[config.mk]
export PLATFORM = sky130hd
export DESIGN_NAME = echo_detector
export DESIGN_NICKNAME = d
export VERILOG_FILES = /design/src/rtl/sonar_pkg.sv /design/src/rtl/echo_mag_abs.sv /design/src/rtl/echo_detector.sv
export SDC_FILE = /design/constraint.sdc
export NUM_CORES = 1
export LEC_CHECK = 0
export ABC_AREA = 1
export CAP_MARGIN = 10
export CORE_UTILIZATION = 30
export CTS_CLUSTER_SIZE = 10
export DETAILED_ROUTE_END_ITERATION = 8
export DONT_BUFFER_PORTS = 1
export MAX_ROUTING_LAYER = met4
export SETUP_SLACK_MARGIN = 0.15
export SLEW_MARGIN = 20
export SYNTH_ARGS = -nofsm -noshare
export SYNTH_HDL_FRONTEND = slang
export SYNTH_SLANG_ARGS = --single-unit
[constraint.sdc]
create_clock -name clk -period 4.6 [get_ports clk]
set_input_delay 0.46 -clock clk [delete_from_list [all_inputs] [get_ports clk]]
set_output_delay 0.46 -clock clk [all_outputs]
set_load 0.01 [all_outputs]
[src/rtl/sonar_pkg.sv]
// sonar_pkg: shared states and constants for the sonar channel blocks
package sonar_pkg;
    localparam int SONAR_N  = 16;
    localparam int SONAR_CW = 16;
    // Wide all-ones value, cast down to the counter width where it is used.
    localparam logic [63:0] TOF_NONE = '1;
    typedef enum logic [1:0] {IDLE, BLANK, LISTEN, DONE} state_e;
endpackage

[src/rtl/echo_mag_abs.sv]
// echo_mag_abs: saturating magnitude |x| of a signed sample
// Ports: x - N-bit signed sample; mag - N-1-bit unsigned magnitude, most negative input clips to all ones.
module echo_mag_abs
    import sonar_pkg::*;
#(
    parameter int N = SONAR_N
) (
    input  logic signed [N-1:0] x,
    output logic        [N-2:0] mag
);
    logic [N-1:0] neg;
    always_comb begin
        neg = -x;
        // Only -2^(N-1) still has its top bit set after negation.
        mag = !x[N-1] ? x[N-2:0] : neg[N-1] ? '1 : neg[N-2:0];
    end
endmodule

[src/rtl/echo_detector.sv]
// echo_detector: first-echo time-of-flight detector on the filtered sample stream
// Build macro ECHO_DETECTOR_PEAK_EN adds a peak-magnitude tracker over the listen window.
// Ports: clk, rst (async active high); en/X sample strobe and signed sample; start launches
// a ping measurement; thresh/blank_len/timeout configure it; busy, detect, tof, irq and
// peak report the measurement to the register/IRQ block.
module echo_detector
    import sonar_pkg::*;
#(
    parameter int N    = SONAR_N,
    parameter int CW   = SONAR_CW,
    parameter int HOLD = 3
) (
    input  logic                clk,
    input  logic                rst,
    input  logic                en,
    input  logic signed [N-1:0] X,
    input  logic                start,
    input  logic        [N-2:0] thresh,
    input  logic       [CW-1:0] blank_len,
    input  logic       [CW-1:0] timeout,
    output logic                busy,
    output logic                detect,
    output logic       [CW-1:0] tof,
    output logic                irq,
    output logic        [N-2:0] peak
);
    localparam int RW = 4;
    state_e        state_q, state_d;
    logic [CW-1:0] cnt_q, cnt_d, first_q, first_d, tof_q, tof_d;
    logic [RW-1:0] run_q, run_d, run_inc;
    logic          detect_q, detect_d, above;
    logic  [N-2:0] mag;

    echo_mag_abs #(.N(N)) u_mag (.x(X), .mag(mag));

    always_comb begin
        state_d  = state_q;
        cnt_d    = cnt_q;
        run_d    = run_q;
        first_d  = first_q;
        detect_d = detect_q;
        tof_d    = tof_q;
        above    = mag > thresh;
        run_inc  = run_q + RW'(1);
        case (state_q)
            IDLE: if (start) begin
                state_d  = (blank_len == '0) ? LISTEN : BLANK;
                cnt_d    = '0;
                run_d    = '0;
                detect_d = 1'b0;
                tof_d    = '0;
            end
            BLANK: if (en) begin
                cnt_d   = cnt_q + CW'(1);
                state_d = (cnt_q == blank_len - CW'(1)) ? LISTEN : BLANK;
            end
            LISTEN: if (en) begin
                cnt_d   = cnt_q + CW'(1);
                run_d   = above ? run_inc : '0;
                first_d = (above && run_q == '0) ? cnt_q : first_q;
                // A run finishing on the last window sample still counts as a detection.
                if (above && run_inc == RW'(HOLD)) begin
                    state_d  = DONE;
                    detect_d = 1'b1;
                    tof_d    = (run_q == '0) ? cnt_q : first_q;
                end else if (cnt_q == timeout - CW'(1)) begin
                    state_d = DONE;
                    tof_d   = CW'(TOF_NONE);
                end
            end
            DONE: state_d = IDLE;
            default: state_d = IDLE;
        endcase
    end

    always_ff @(posedge clk or posedge rst) begin
        if (rst) begin
            state_q  <= IDLE;
            cnt_q    <= '0;
            run_q    <= '0;
            first_q  <= '0;
            detect_q <= 1'b0;
            tof_q    <= '0;
        end else begin
            state_q  <= state_d;
            cnt_q    <= cnt_d;
            run_q    <= run_d;
            first_q  <= first_d;
            detect_q <= detect_d;
            tof_q    <= tof_d;
        end
    end

    assign busy   = (state_q == BLANK) || (state_q == LISTEN);
    assign irq    = state_q == DONE;
    assign detect = detect_q;
    assign tof    = tof_q;

`ifdef ECHO_DETECTOR_PEAK_EN
    logic [N-2:0] peak_q, peak_d;
    always_comb begin
        peak_d = (state_q == IDLE && start) ? '0 :
                 (state_q == LISTEN && en && mag > peak_q) ? mag : peak_q;
    end
    always_ff @(posedge clk or posedge rst) begin
        if (rst) peak_q <= '0;
        else     peak_q <= peak_d;
    end
    assign peak = peak_q;
`else
    assign peak = '0;
`endif
endmodule

=== Word level (Yosys, flattened, before mapping) ===
Cells that the tools add are included.

* Bits in registers: 55
* Output and inout port bits: 34
* Word-level logic and storage cells: 65

* Mux-type cells: 26
* Reduce and logical (&&, ||, !) cells: 15
* Add/sub/neg operators: 5
* Equal/unequal tests: 12
* $lt $le $gt $ge: 1

{| class="wikitable"
|+ Operators by type and width
! operator !! count
|-
| 2-to-1 mux 16 bit || 6
|-
| one-hot mux 16 bit (2 select lines) || 2
|-
| == test 16 bit || 2
|-
| subtractor 16 x 1 -> 16 bit (second input constant) || 2
|-
| 2-to-1 mux 15 bit || 2
|-
| adder 16 x 1 -> 16 bit (second input constant) || 1
|-
| logical NOT 16 bit || 1
|-
| negator 16 bit || 1
|-
| > comparator 15 bit || 1
|-
| 2-to-1 mux 2 bit || 7
|-
| 2-to-1 mux 4 bit || 3
|-
| AND reduction 4 bit || 3
|-
| AND reduction 3 bit || 3
|-
| inequality test 2 bit (second input constant) || 4
|-
| one-hot mux 2 bit (4 select lines) || 1
|-
| one-hot mux 4 bit (2 select lines) || 1
|-
| adder 4 x 1 -> 4 bit (second input constant) || 1
|-
| == test 2 bit (second input constant) || 2
|-
| == test 4 x 2 -> 1 bit (second input constant) || 1
|-
| logical NOT 4 bit || 1
|-
| nonzero test 2 bit || 2
|-
| 2-to-1 mux 1 bit || 3
|-
| inequality test 3 bit (second input constant) || 1
|-
| == test 2 x 1 -> 1 bit (second input constant) || 1
|-
| 6 further kinds || 7
|}

=== Depth between registers and ports, before layout ===
Gate-level depths: netlist (run 1).

* Word-level depth: 8
* Gate-level depth with buffers: 21
* Gate-level depth less buffers: 19

=== By module ===
Synthesis (run 1) repeated with hierarchy kept, for this count alone.

* Cell total of the unflattened synthesis: 828
* Area, all modules: 5345.1 µm²

{| class="wikitable"
|+ Modules (own cells, without submodules)
! module !! cells each !! sequential area each (µm²) !! area an instance (µm²) !! times used
|-
| echo_detector || 722 || 1376.3 || 4754.6 || 1
|-
| echo_mag_abs || 106 || 0.0 || 590.6 || 1
|}

=== Least setup slack after synthesis (run 1) ===
OpenSTA, ideal clock, no wires.

* Path kind: input to register
* Start point: in X[0]
* End point: reg run_q[0]
* Arrival: 2996 ps
* Buffers on the path: 0
* Path slack: 1522 ps
* Required time: 4517 ps
* Setup time: 83 ps
* Cell stages on the path: 16
* Cell sequence: inv_1 ha_1 inv_1 nor4_1 nand3_1 o21ai_0 or2_2 nand3_1 ha_1 nand4_1 nor3_1 nand2_1 nand2_1 nand4_1 or2_2 o21ai_0

* Word-level cells in the longest chain between the ends: 7

{| class="wikitable"
|+ RTL lines
! what !! RTL line !! text
|-
| start: declaration || echo_detector.sv:16 || <nowiki>input logic signed [N-1:0] X,</nowiki>
|-
| negator 16 bit || echo_mag_abs.sv:13 || <nowiki>neg = -x;</nowiki>
|-
| 2-to-1 mux 15 bit || echo_mag_abs.sv:15 || <nowiki>mag = !x[N-1] ? x[N-2:0] : neg[N-1] ? '1 : neg[N-2:0];</nowiki>
|-
| 2-to-1 mux 15 bit (*) || echo_mag_abs.sv:15 ||
|-
| > comparator 15 bit (*) || echo_detector.sv:43 || <nowiki>above = mag > thresh;</nowiki>
|-
| 2-to-1 mux 4 bit (*) || echo_detector.sv:59 || <nowiki>run_d = above ? run_inc : '0;</nowiki>
|-
| 2-to-1 mux 4 bit (*) || echo_detector.sv:57 || <nowiki>LISTEN: if (en) begin</nowiki>
|-
| one-hot mux 4 bit (2 select lines) (*) || echo_detector.sv:45 || <nowiki>case (state_q)</nowiki>
|-
| end signal: assignment || echo_detector.sv:87 || <nowiki>run_q <= run_d;</nowiki>
|-
| end: declaration || echo_detector.sv:30 || <nowiki>logic [RW-1:0] run_q, run_d, run_inc;</nowiki>
|}

Every way passes the cells marked *; elsewhere a longest branch is shown, timed or not. The select of a mux whose other input is x is not followed.
A chain may end at the register's enable or synchronous reset.

=== Worst setup path in the final report (run 1) ===
* Start point: in X[0]
* End point: reg tof_q[0] (netlist: tof[0])

* Word-level cells in the longest chain between the ends: 8

{| class="wikitable"
|+ RTL lines
! what !! RTL line !! text
|-
| negator 16 bit || echo_mag_abs.sv:13 ||
|-
| 2-to-1 mux 15 bit || echo_mag_abs.sv:15 ||
|-
| 2-to-1 mux 15 bit (*) || echo_mag_abs.sv:15 ||
|-
| > comparator 15 bit (*) || echo_detector.sv:43 ||
|-
| logical AND 1 bit (*) || echo_detector.sv:62 || <nowiki>if (above && run_inc == RW'(HOLD)) begin</nowiki>
|-
| 2-to-1 mux 16 bit || echo_detector.sv:62 ||
|-
| 2-to-1 mux 16 bit || echo_detector.sv:57 ||
|-
| one-hot mux 16 bit (2 select lines) || echo_detector.sv:45 ||
|-
| end signal: assignment || echo_detector.sv:90 || <nowiki>tof_q <= tof_d;</nowiki>
|-
| end: declaration || echo_detector.sv:29 || <nowiki>logic [CW-1:0] cnt_q, cnt_d, first_q, first_d, tof_q, tof_d;</nowiki>
|}

Marks and branches as above.

==> results of run 1 <==
==> layout make-up <==
class                      instances  share of cell area (%)
clock buffer                       6                    2.32
tap                              225                    5.07
sequential                        55                    24.8
timing repair buffer               3                   0.406
inverter                          98                    6.62
multi-input combinational        620                    59.7
clock inverter                     2                    1.08
==> metrics by stage <==
stage | setup slack, ns | cell area [um^2] | hold WS (ns) | power [W] | std cells
after floorplan | 1.52 | 5310 | 0.468 | 0.00131 | 810
after global placement | 0.941 | 5360 | 0.482 | 0.00143 | 1001
after detailed placement | 0.859 | 5360 | 0.486 | 0.00144 | 1001
after CTS | 1.16 | 5550 | 0.277 | 0.00193 | 1009
after global routing | 0.705 | 5550 | 0.308 | 0.00205 | 1009
final | 1.15 | 5550 | 0.234 | 0.00190 | 1009
==> sequential cells by signal, summed over array words and instances, names as in the netlist <==
signal   cells
state_q      2
first_q     16
detect       1
cnt_q       16
run_q        4
tof         16
==> worst paths after layout <==
path | start | endpoint | slack (ns) | cells after the start
max | X[0] | tof[0] | 1.15 | 18
min | rst | run_q[3] | 0.23 | 2
max reg2reg | state_q[1] | cnt_q[14] | 2.14 | 13
min reg2reg | first_q[6] | first_q[6] | 0.50 | 2
max in group asynchronous | rst | first_q[4] | 3.88 | 2
min in group clk | en | cnt_q[1] | 0.48 | 3
==> layer usage <==
metal | share of wire (%) | global-route usage [%] | vias to the layer above
met5 | 0 | - | -
met4 | 0.76 | 2.75 | 0
met1 | 49 | 20.2 | 2111
li1 | - | - | 2517
met3 | 4.5 | 2.27 | 8
met2 | 46 | 23.8 | 67
==> power by group <==
group	internal, W	total [W]	switching [W]
Combinational	0.000231	0.000769	0.000538
Clock	0.000312	0.000482	0.000170
Sequential	0.000568	0.000653	0.0000845
==> logic make-up after synthesis <==
| family | synth area share (%) |
|---|---|
| buf+inv | 11.8 |
| fa+ha+maj | 6.19 |
| xor+xnor | 4.83 |
| other cells | 0.0713 |
| simple gates | 36.9 |
| flops | 26.2 |
| compound gates | 14.1 |
==> Yosys cell counts (all sizes together) <==
master / instances
a31oi: 1
nand2: 227
buf: 24
nand3: 67
conb: 1
o21a: 1
nor4b: 1
dfrtp: 55
o21ai: 89
o211ai: 1
a2bb2oi: 1
and3: 1
nand3b: 9
o22ai: 4
ha: 26
nor4: 4
or2: 10
a21oi: 27
nor3: 12
a211oi: 2
and2: 1
nand4: 10
nor2: 79
o21bai: 1
xor2: 19
clkbuf: 13
inv: 98
nor3b: 1
o31ai: 1
xnor2: 10
==> critical path, stage by stage <==
cell and delay, ns:
inv_1 0.05, ha_1 0.14, inv_1 0.06, nor4_1 0.55, nand3_1 0.22, o21ai_0 0.25
or2_2 0.14, nand3_1 0.06, ha_1 0.32, nand4_1 0.14, nor3_1 0.15, nand2_1 0.07
nand2_1 0.09, nand3_2 0.23, nand3_2 0.20, nand2_4 0.24, nand2_1 0.18, o21ai_2 0.06
==> flow_summary.html, run 1 <==
<table>
<tr><th>Metric</th><th>Value</th></tr>
<tr><th colspan="2">Worst setup path</th></tr>
<tr><td>CP max FO</td><td>32</td></tr>
<tr><td>Critical path required time</td><td>4.77 ns</td></tr>
<tr><td>Arrival time worst endpoint</td><td>3.63 ns</td></tr>
<tr><td>Type of the setup path with the least slack</td><td>input port to flop</td></tr>
<tr><td>Kind of start point of the critical path</td><td>input port</td></tr>
<tr><td>Kind of capture point of the worst setup path</td><td>flop</td></tr>
<tr><th colspan="2">Timing</th></tr>
<tr><td>RSZ-0062 raised after global routing</td><td>no</td></tr>
<tr><td>Slew margin rel.</td><td>53.1%</td></tr>
<tr><td>Crit share post-route</td><td>75.1%</td></tr>
<tr><td>Max-slew violations</td><td>0</td></tr>
<tr><td>Actual slew at the worst max-slew pin</td><td>0.697 ns</td></tr>
<tr><td>Crit path time final</td><td>3.45 ns</td></tr>
<tr><td>FMAX</td><td>289 MHz</td></tr>
<tr><td>Final sum of negative setup slack</td><td>0 ns</td></tr>
<tr><td>Post-route clock skew</td><td>0.00574 ns</td></tr>
<tr><td>Total of endpoints with negative setup slack in the final report</td><td>0</td></tr>
<tr><td>Final hold vios</td><td>0</td></tr>
<tr><th colspan="2">Yosys</th></tr>
<tr><td>Mean post-synth cell area</td><td>6.60 um^2</td></tr>
<tr><td>Library cell occupying the most area in the post-synthesis netlist</td><td>dfrtp_1</td></tr>
<tr><td>Synthesized area</td><td>5260 um^2</td></tr>
<tr><td>Fraction of post-synthesis cell area in the top cell type by area</td><td>26.2%</td></tr>
<tr><td>Sequential-to-total area share from yosys stat</td><td>26.2%</td></tr>
<tr><td>Flop and latch count out of synthesis</td><td>55</td></tr>
<tr><td>Syn Inst Count</td><td>796</td></tr>
<tr><td>Ys Warns</td><td>0</td></tr>
<tr><td>Number of distinct library cells after synthesis</td><td>46</td></tr>
<tr><td>Biggest area contributors in the synthesized netlist</td><td>dfrtp_1 26%, nand2_1 16%, inv_1 6.7%</td></tr>
<tr><th colspan="2">Clock network</th></tr>
<tr><td>CTS tree</td><td>built</td></tr>
<tr><td>Number of levels the H-tree was split into</td><td>2</td></tr>
<tr><td>Worst-skew pair later-pin latency</td><td>0.29 ns</td></tr>
<tr><td>Clock tree buffer depth</td><td>2</td></tr>
<tr><td>Root buffer selected by CTS</td><td>clkbuf_16</td></tr>
<tr><td>Hold_buf cts</td><td>0</td></tr>
<tr><td>Clock edge transition at the registers on the reported setup and hold paths</td><td>0.07 ns</td></tr>
<tr><td>Number of buffers added by the clock tree synthesis step</td><td>5</td></tr>
<tr><td>Buffers inserted during post-CTS setup optimization</td><td>0</td></tr>
<tr><td>Total number of clock tree sinks</td><td>55</td></tr>
<tr><td>Gates resized, CTS repair</td><td>0</td></tr>
<tr><th colspan="2">Layout</th></tr>
<tr><td>Antenna fix cells</td><td>0</td></tr>
<tr><td>Total area of sequential cells</td><td>1380 um^2</td></tr>
<tr><td>Most common cell after layout, fill and taps aside</td><td>nand2_1</td></tr>
<tr><td>Area of the multi-input gates</td><td>3320 um^2</td></tr>
<tr><td>End-of-flow core utilization</td><td>32.3%</td></tr>
<tr><td>Highest-count cells in the layout ignoring fill and taps</td><td>223 x nand2_1, 93 x inv_1, 71 x nor2_1</td></tr>
<tr><td>Filler cell count in the final layout</td><td>1938</td></tr>
<tr><td>Final-stage net count</td><td>876</td></tr>
<tr><td>Share of post-route cells with drive strength above 1</td><td>8.55%</td></tr>
<tr><td>Area added between synthesis and finish</td><td>5.62%</td></tr>
<tr><th colspan="2">GRT</th></tr>
<tr><td>Number of antenna violations at the first check in global routing</td><td>0</td></tr>
<tr><td>Total Routing Usage GR</td><td>15.0%</td></tr>
<tr><td>Number of global-route vias before repair</td><td>4309</td></tr>
<tr><td>Aggregate global routing overflow</td><td>0</td></tr>
<tr><td>Global-route wire length before repair</td><td>21.3 mm</td></tr>
<tr><td>Pin count of the biggest net entering global routing</td><td>56</td></tr>
<tr><th colspan="2">Drt</th></tr>
<tr><td>Number of nets with antenna violations after routing</td><td>0</td></tr>
<tr><td>Final WL</td><td>13.0 mm</td></tr>
<tr><td>DR vias</td><td>4703</td></tr>
<tr><td>Violation count after the first detailed-routing iteration</td><td>252</td></tr>
<tr><td>Final routed wire length divided by cell count</td><td>12.8 um</td></tr>
<tr><td>Ratio of routed vias to standard cells</td><td>4.66</td></tr>
<tr><td>Detailed-route DRC error count</td><td>0</td></tr>
<tr><td>Router iterations before antenna repair</td><td>4</td></tr>
<tr><th colspan="2">Outcome</th></tr>
<tr><td>Result of the run</td><td>complete, no violations</td></tr>
<tr><th colspan="2">Die</th></tr>
<tr><td>Number of placement rows</td><td>48</td></tr>
<tr><td>Floorplan die area</td><td>18100 um^2</td></tr>
<tr><td>Height of the die</td><td>134 um</td></tr>
<tr><td>Core box area</td><td>17200 um^2</td></tr>
<tr><td>Number of ports placed on the die boundary</td><td>101</td></tr>
<tr><td>Die span in x</td><td>134 um</td></tr>
<tr><td>Initial cell density of the core</td><td>30.6%</td></tr>
<tr><th colspan="2">Hold path</th></tr>
<tr><td>Tightest Hold Check Type</td><td>input port to async pin</td></tr>
<tr><th colspan="2">Power and ir drop</th></tr>
<tr><td>Leakage</td><td>2.70 nW</td></tr>
<tr><td>Max IR drop VDD</td><td>237 uV</td></tr>
<tr><td>Power per Cell Area</td><td>343 nW/um^2</td></tr>
<tr><th colspan="2">Run</th></tr>
<tr><td>Number of maximum-capacitance violations</td><td>0</td></tr>
<tr><th colspan="2">Placement</th></tr>
<tr><td>Input/output buffers</td><td>0</td></tr>
<tr><td>Detail Placement HPWL</td><td>10.8 mm</td></tr>
<tr><td>Final estimated routing congestion in global placement</td><td>0.861</td></tr>
</table>
(Power assumes the default switching activity.)
==> inputs of run 2 (changes only) <==
==> constraint.sdc (replaced) <==
create_clock -name clk -period 2.89 [get_ports clk]
set_input_delay 0.289 -clock clk [delete_from_list [all_inputs] [get_ports clk]]
set_output_delay 0.289 -clock clk [all_outputs]
set_load 0.01 [all_outputs]
==> flow_summary.html, run 2 (same netlist as run 1, synthesis figures left out) <==
<table>
<tr><th>Metric</th><th>Value</th></tr>
<tr><th colspan="2">Outcome</th></tr>
<tr><td>Result of the run</td><td>complete, no violations</td></tr>
<tr><th colspan="2">Timing</th></tr>
<tr><td>Crit path time final</td><td>2.73 ns</td></tr>
<tr><td>Crit share post-route</td><td>94.4%</td></tr>
<tr><td>Post-route clock skew</td><td>0.00849 ns</td></tr>
<tr><td>Final worst setup slack</td><td>0.161 ns</td></tr>
<tr><td>FMAX</td><td>366 MHz</td></tr>
<tr><td>Final hold vios</td><td>0</td></tr>
<tr><td>Slew margin rel.</td><td>61.7%</td></tr>
<tr><td>RSZ-0062 raised after global routing</td><td>yes</td></tr>
<tr><td>Total of endpoints with negative setup slack in the final report</td><td>0</td></tr>
<tr><td>Smallest hold slack</td><td>0.286 ns</td></tr>
<tr><td>Max-slew violations</td><td>0</td></tr>
<tr><td>Actual slew at the worst max-slew pin</td><td>0.574 ns</td></tr>
<tr><th colspan="2">Placement</th></tr>
<tr><td>Worst slack at placement</td><td>-0.126 ns</td></tr>
<tr><td>Final estimated routing congestion in global placement</td><td>0.868</td></tr>
<tr><td>Input/output buffers</td><td>0</td></tr>
<tr><td>Total placed instance area</td><td>5610 um^2</td></tr>
<tr><td>Detail Placement HPWL</td><td>11.2 mm</td></tr>
<tr><th colspan="2">Power and ir drop</th></tr>
<tr><td>Power per Cell Area</td><td>549 nW/um^2</td></tr>
<tr><td>Leakage</td><td>2.89 nW</td></tr>
<tr><td>Total Power Consumption</td><td>0.00326 W</td></tr>
<tr><td>Max IR drop VDD</td><td>300 uV</td></tr>
<tr><th colspan="2">Worst setup path</th></tr>
<tr><td>Capturing instance or port of the critical path</td><td>first_q[13]</td></tr>
<tr><td>Critical path required time</td><td>3.11 ns</td></tr>
<tr><td>Reg-to-reg startpoint</td><td>state_q[0]</td></tr>
<tr><td>Worst reg2reg path depth</td><td>13</td></tr>
<tr><td>Kind of capture point of the worst setup path</td><td>flop</td></tr>
<tr><td>First element of the critical path</td><td>X[0]</td></tr>
<tr><td>Arrival time worst endpoint</td><td>2.95 ns</td></tr>
<tr><td>Type of the setup path with the least slack</td><td>input port to flop</td></tr>
<tr><td>R2R Setup Slk</td><td>0.41 ns</td></tr>
<tr><td>Endpoint of the most critical register-to-register path</td><td>cnt_q[14]</td></tr>
<tr><td>Kind of start point of the critical path</td><td>input port</td></tr>
<tr><td>CP max FO</td><td>7</td></tr>
<tr><th colspan="2">Clock network</th></tr>
<tr><td>CTS tree</td><td>built</td></tr>
<tr><td>Root buffer selected by CTS</td><td>clkbuf_16</td></tr>
<tr><td>Total number of clock tree sinks</td><td>55</td></tr>
<tr><td>Number of levels the H-tree was split into</td><td>2</td></tr>
<tr><td>Worst-skew pair later-pin latency</td><td>0.30 ns</td></tr>
<tr><td>Number of buffers added by the clock tree synthesis step</td><td>5</td></tr>
<tr><td>Clock edge transition at the registers on the reported setup and hold paths</td><td>0.07 ns</td></tr>
<tr><td>Clock tree buffer depth</td><td>2</td></tr>
<tr><th colspan="2">Drt</th></tr>
<tr><td>Violation count after the first detailed-routing iteration</td><td>362</td></tr>
<tr><td>DR vias</td><td>4863</td></tr>
<tr><td>Number of nets with antenna violations after routing</td><td>0</td></tr>
<tr><td>Ratio of routed vias to standard cells</td><td>4.70</td></tr>
<tr><td>Final WL</td><td>13.5 mm</td></tr>
<tr><td>Router iterations before antenna repair</td><td>5</td></tr>
<tr><td>Final routed wire length divided by cell count</td><td>13.1 um</td></tr>
<tr><td>Detailed-route DRC error count</td><td>0</td></tr>
<tr><th colspan="2">Die</th></tr>
<tr><td>Height of the die</td><td>134 um</td></tr>
<tr><td>Core box area</td><td>17200 um^2</td></tr>
<tr><td>Initial cell density of the core</td><td>30.6%</td></tr>
<tr><td>Die span in x</td><td>134 um</td></tr>
<tr><td>Number of ports placed on the die boundary</td><td>101</td></tr>
<tr><td>Number of placement rows</td><td>48</td></tr>
<tr><td>Floorplan die area</td><td>18100 um^2</td></tr>
<tr><th colspan="2">GRT</th></tr>
<tr><td>Met1 GRT Util</td><td>20.8%</td></tr>
<tr><td>Total Routing Usage GR</td><td>15.6%</td></tr>
<tr><td>Met2 Use GR</td><td>25.2%</td></tr>
<tr><td>Aggregate global routing overflow</td><td>0</td></tr>
<tr><td>Number of antenna violations at the first check in global routing</td><td>0</td></tr>
<tr><td>Number of global-route vias before repair</td><td>4455</td></tr>
<tr><td>Busiest layer in global routing</td><td>met2</td></tr>
<tr><td>Global-route wire length before repair</td><td>22.0 mm</td></tr>
<tr><td>Global-route met3 utilization</td><td>2.19%</td></tr>
<tr><td>Pin count of the biggest net entering global routing</td><td>47</td></tr>
<tr><th colspan="2">Layout</th></tr>
<tr><td>Post-route standard cell area excluding fillers</td><td>5940 um^2</td></tr>
<tr><td>Share of post-route cells with drive strength above 1</td><td>13.6%</td></tr>
<tr><td>Area added between synthesis and finish</td><td>13.1%</td></tr>
<tr><td>Area of the multi-input gates</td><td>3420 um^2</td></tr>
<tr><td>Total area of sequential cells</td><td>1380 um^2</td></tr>
<tr><td>Antenna fix cells</td><td>0</td></tr>
<tr><td>Most common cell after layout, fill and taps aside</td><td>nand2_1</td></tr>
<tr><td>Highest-count cells in the layout ignoring fill and taps</td><td>215 x nand2_1, 93 x inv_1, 69 x nor2_1</td></tr>
<tr><td>Filler cell count in the final layout</td><td>1869</td></tr>
<tr><td>Final-stage net count</td><td>902</td></tr>
<tr><th colspan="2">Hold path</th></tr>
<tr><td>Tightest Hold Check Type</td><td>input port to flop</td></tr>
<tr><th colspan="2">Run</th></tr>
<tr><td>Number of maximum-capacitance violations</td><td>0</td></tr>
</table>
[run 2: worst min path at each step]
stage                  start          to  cells past startpoint
6_report                  en  state_q[1]                      4
2_1_floorplan     first_q[0]  first_q[0]                      2
3_3_place_gp             rst     tof[15]                      1
3_5_place_dp             rst     tof[11]                      1
4_1_cts        blank_len[15]  state_q[0]                      4
5_1_grt        blank_len[15]  state_q[0]                      4
[run 2: report_power, final]
group,leakage [nW],switching [W],internal (W)
registers,0.749,0.000128,0.000904
logic,2.05,0.000913,0.000530
clock network,0.0900,0.000291,0.000497
total,2.89,0.00133,0.00193
[run 2: through the flow]
step / std cells / util, % / TNS, ns
after global placement: 1024 / 32.6 / -1.02
after detailed placement: 1024 / 32.6 / -3.18
final: 1035 / 34.6 / 0
after global routing: 1035 / 34.6 / -1.78
after CTS: 1033 / 33.8 / 0
after floorplan: 810 / - / 0
[run 2: area by class of cell]
class | count | area share, %
tap | 225 | 4.74
timing repair buffer | 29 | 5.09
multi-input combinational | 620 | 57.6
clock buffer | 5 | 2.10
inverter | 98 | 6.19
clock inverter | 3 | 1.14
sequential | 55 | 23.2
[run 2: per-layer routing]
metal	routed length, um	vias to the layer above
met5	0	-
met4	83	0
met3	592	7
met2	6350	82
met1	6490	2208
li1	-	2566
[run 2: critical path: stages]
cell     delay (ns)
nor3_4         0.19
nand2_2        0.10
nor3_4         0.21
nand2_2        0.10
nor3_4         0.25
nand3_1        0.10
nand2_1        0.09
or2_4          0.12
nand3_4        0.06
ha_4           0.27
nand4_1        0.12
nor3_2         0.17
nand2_1        0.08
nand2_2        0.08
nand4_1        0.12
buf_6          0.17
nor2_4         0.14
buf_6          0.14
nand2_1        0.05
o21ai_1        0.08
[run 2: what timing repair did]
| item | in CTS | in global routing |
|---|---|---|
| gates resized for setup | 0 | 33 |
| hold buffers | 1 | 0 |
| setup buffers | 0 | 1 |
| hold endpoints to repair | 26 | 0 |
| endpoints found under the setup margin | 0 | 39 |
==> edit, RTL diff (settings of run 1) <==
The 4 states of `state_e` get a one-hot encoding in 4 bits.
--- a/src/rtl/sonar_pkg.sv
+++ b/src/rtl/sonar_pkg.sv
@@ -6,3 +6,3 @@
     localparam logic [63:0] TOF_NONE = '1;
-    typedef enum logic [1:0] {IDLE, BLANK, LISTEN, DONE} state_e;
+    typedef enum logic [3:0] {IDLE = 4'b0001, BLANK = 4'b0010, LISTEN = 4'b0100, DONE = 4'b1000} state_e;
 endpackage
Behaviour: same outputs for any inputs over 10 cycles, from zero or initial values and one cycle with rst high; not proved beyond that.
==> edit against run 1 <==
Worst hold slack got worse by 0.0070 ns; design area decreased by 0.70%; global-route usage increased by 0.36 points; count of clock-buffer cells in the layout increased by 7; wire length decreased by 1.3%; setup slack improved by 0.060 ns; clock power increased by 26%; power decreased by 14%; sequential cell count increased by 2; sequential share of layout area increased by 1.1 points; register-to-register slack got worse by 0.57 ns; synthesized area decreased by 2.8%.
==> edit: results (changes against run 1) <==
metric;value;unit;change
place_ws;0.874;ns;was 0.859 ns
dpl.cell_count;968;;was 1,001
multi_input_comb_cells;580;;was 620
final_nets;849;;was 876
peakVddDrop;0.129;mV;was 0.237 mV
slew-limit-headroom;0.283;;was 0.531
postSynthAreaPerCell;6.67;um2;was 6.60 um2
buf_share;0.00408;;was 0.00406
dpl.hpwl;10300;um;was 10,800 um
multi_input_area_share;0.564;;was 0.597
finalWeightedCongestion;0.878;;was 0.861
reg2reg_depth;12;;was 13
gr-usage-all-layers;0.153;;was 0.150
numCtsBuffers;9;;was 5
clock_area_frac;0.0499;;was 0.0340
first_pass_iters;5;;was 4
combPwrFrac;0.279;;was 0.404
r2r_setup_slack;1.57;ns;was 2.14 ns
yosys-top-cells-count;nand2_1 (184), inv_1 (97), nand3_1 (67);;was nand2_1 (223), inv_1 (94), nor2_1 (71)
first_global_vias;4436;;was 4,309
dr_total_vias;4687;;was 4,703
clock_latency;0.32;ns;was 0.29 ns
num-fill-cells;1799;;was 1,938
worst_path_largest_cell_delay;0.41;ns;was 0.55 ns
htree_levels;3;;was 2
grt_max_degree;58;;was 56
grt_pass1_wl;21200;um;was 21,300 um
slowest_stage;or2_1;;was nor4_1
routed_wl;12800;um;was 13,000 um
status;finished, final reports clean;;unchanged
ys_seq_area_frac;0.279;;was 0.262
inverters;108;;was 98
cts.clk_slew.worst_paths;0.05;ns;was 0.07 ns
avgRoutedWirePerCell;13.0;um;was 12.8 um
seq-cell-share;0.259;;was 0.248
edit: worst max path at each step:
stage | start | endpoint | slack (ns)
finish | X[3] | tof[2] | 1.20
global route | X[3] | tof[8] | 0.76
CTS | X[3] | tof[2] | 1.20
detailed placement | X[3] | tof[2] | 0.87
global placement | X[3] | first_q[1] | 0.97
floorplan | X[3] | first_q[3] | 1.24
edit: cells by family (layout without fill, tap and decap cells):
family,Yosys count,count (layout),synth area share
other,1,15,0.000734
buffers and inverters,144,127,0.123
adder cells (fa/ha/maj),23,23,0.0563
AND/OR/NAND/NOR,392,392,0.354
XOR/XNOR,40,40,0.0712
AO/OA/AOI/OAI,110,110,0.116
flip-flops,57,57,0.279
edit: through the flow:
step,hold slack [ns],instance area (um2)
final,0.227,5510
after global routing,0.296,5510
after CTS,0.263,5510
after detailed placement,0.478,5240
after global placement,0.472,5240
after floorplan,0.459,5160
edit: routing by layer:
layer,global-route usage,routed length [um]
met1,0.178,5590
met2,0.263,6250
met3,0.0314,704
met4,0.0498,257
met5,-,0
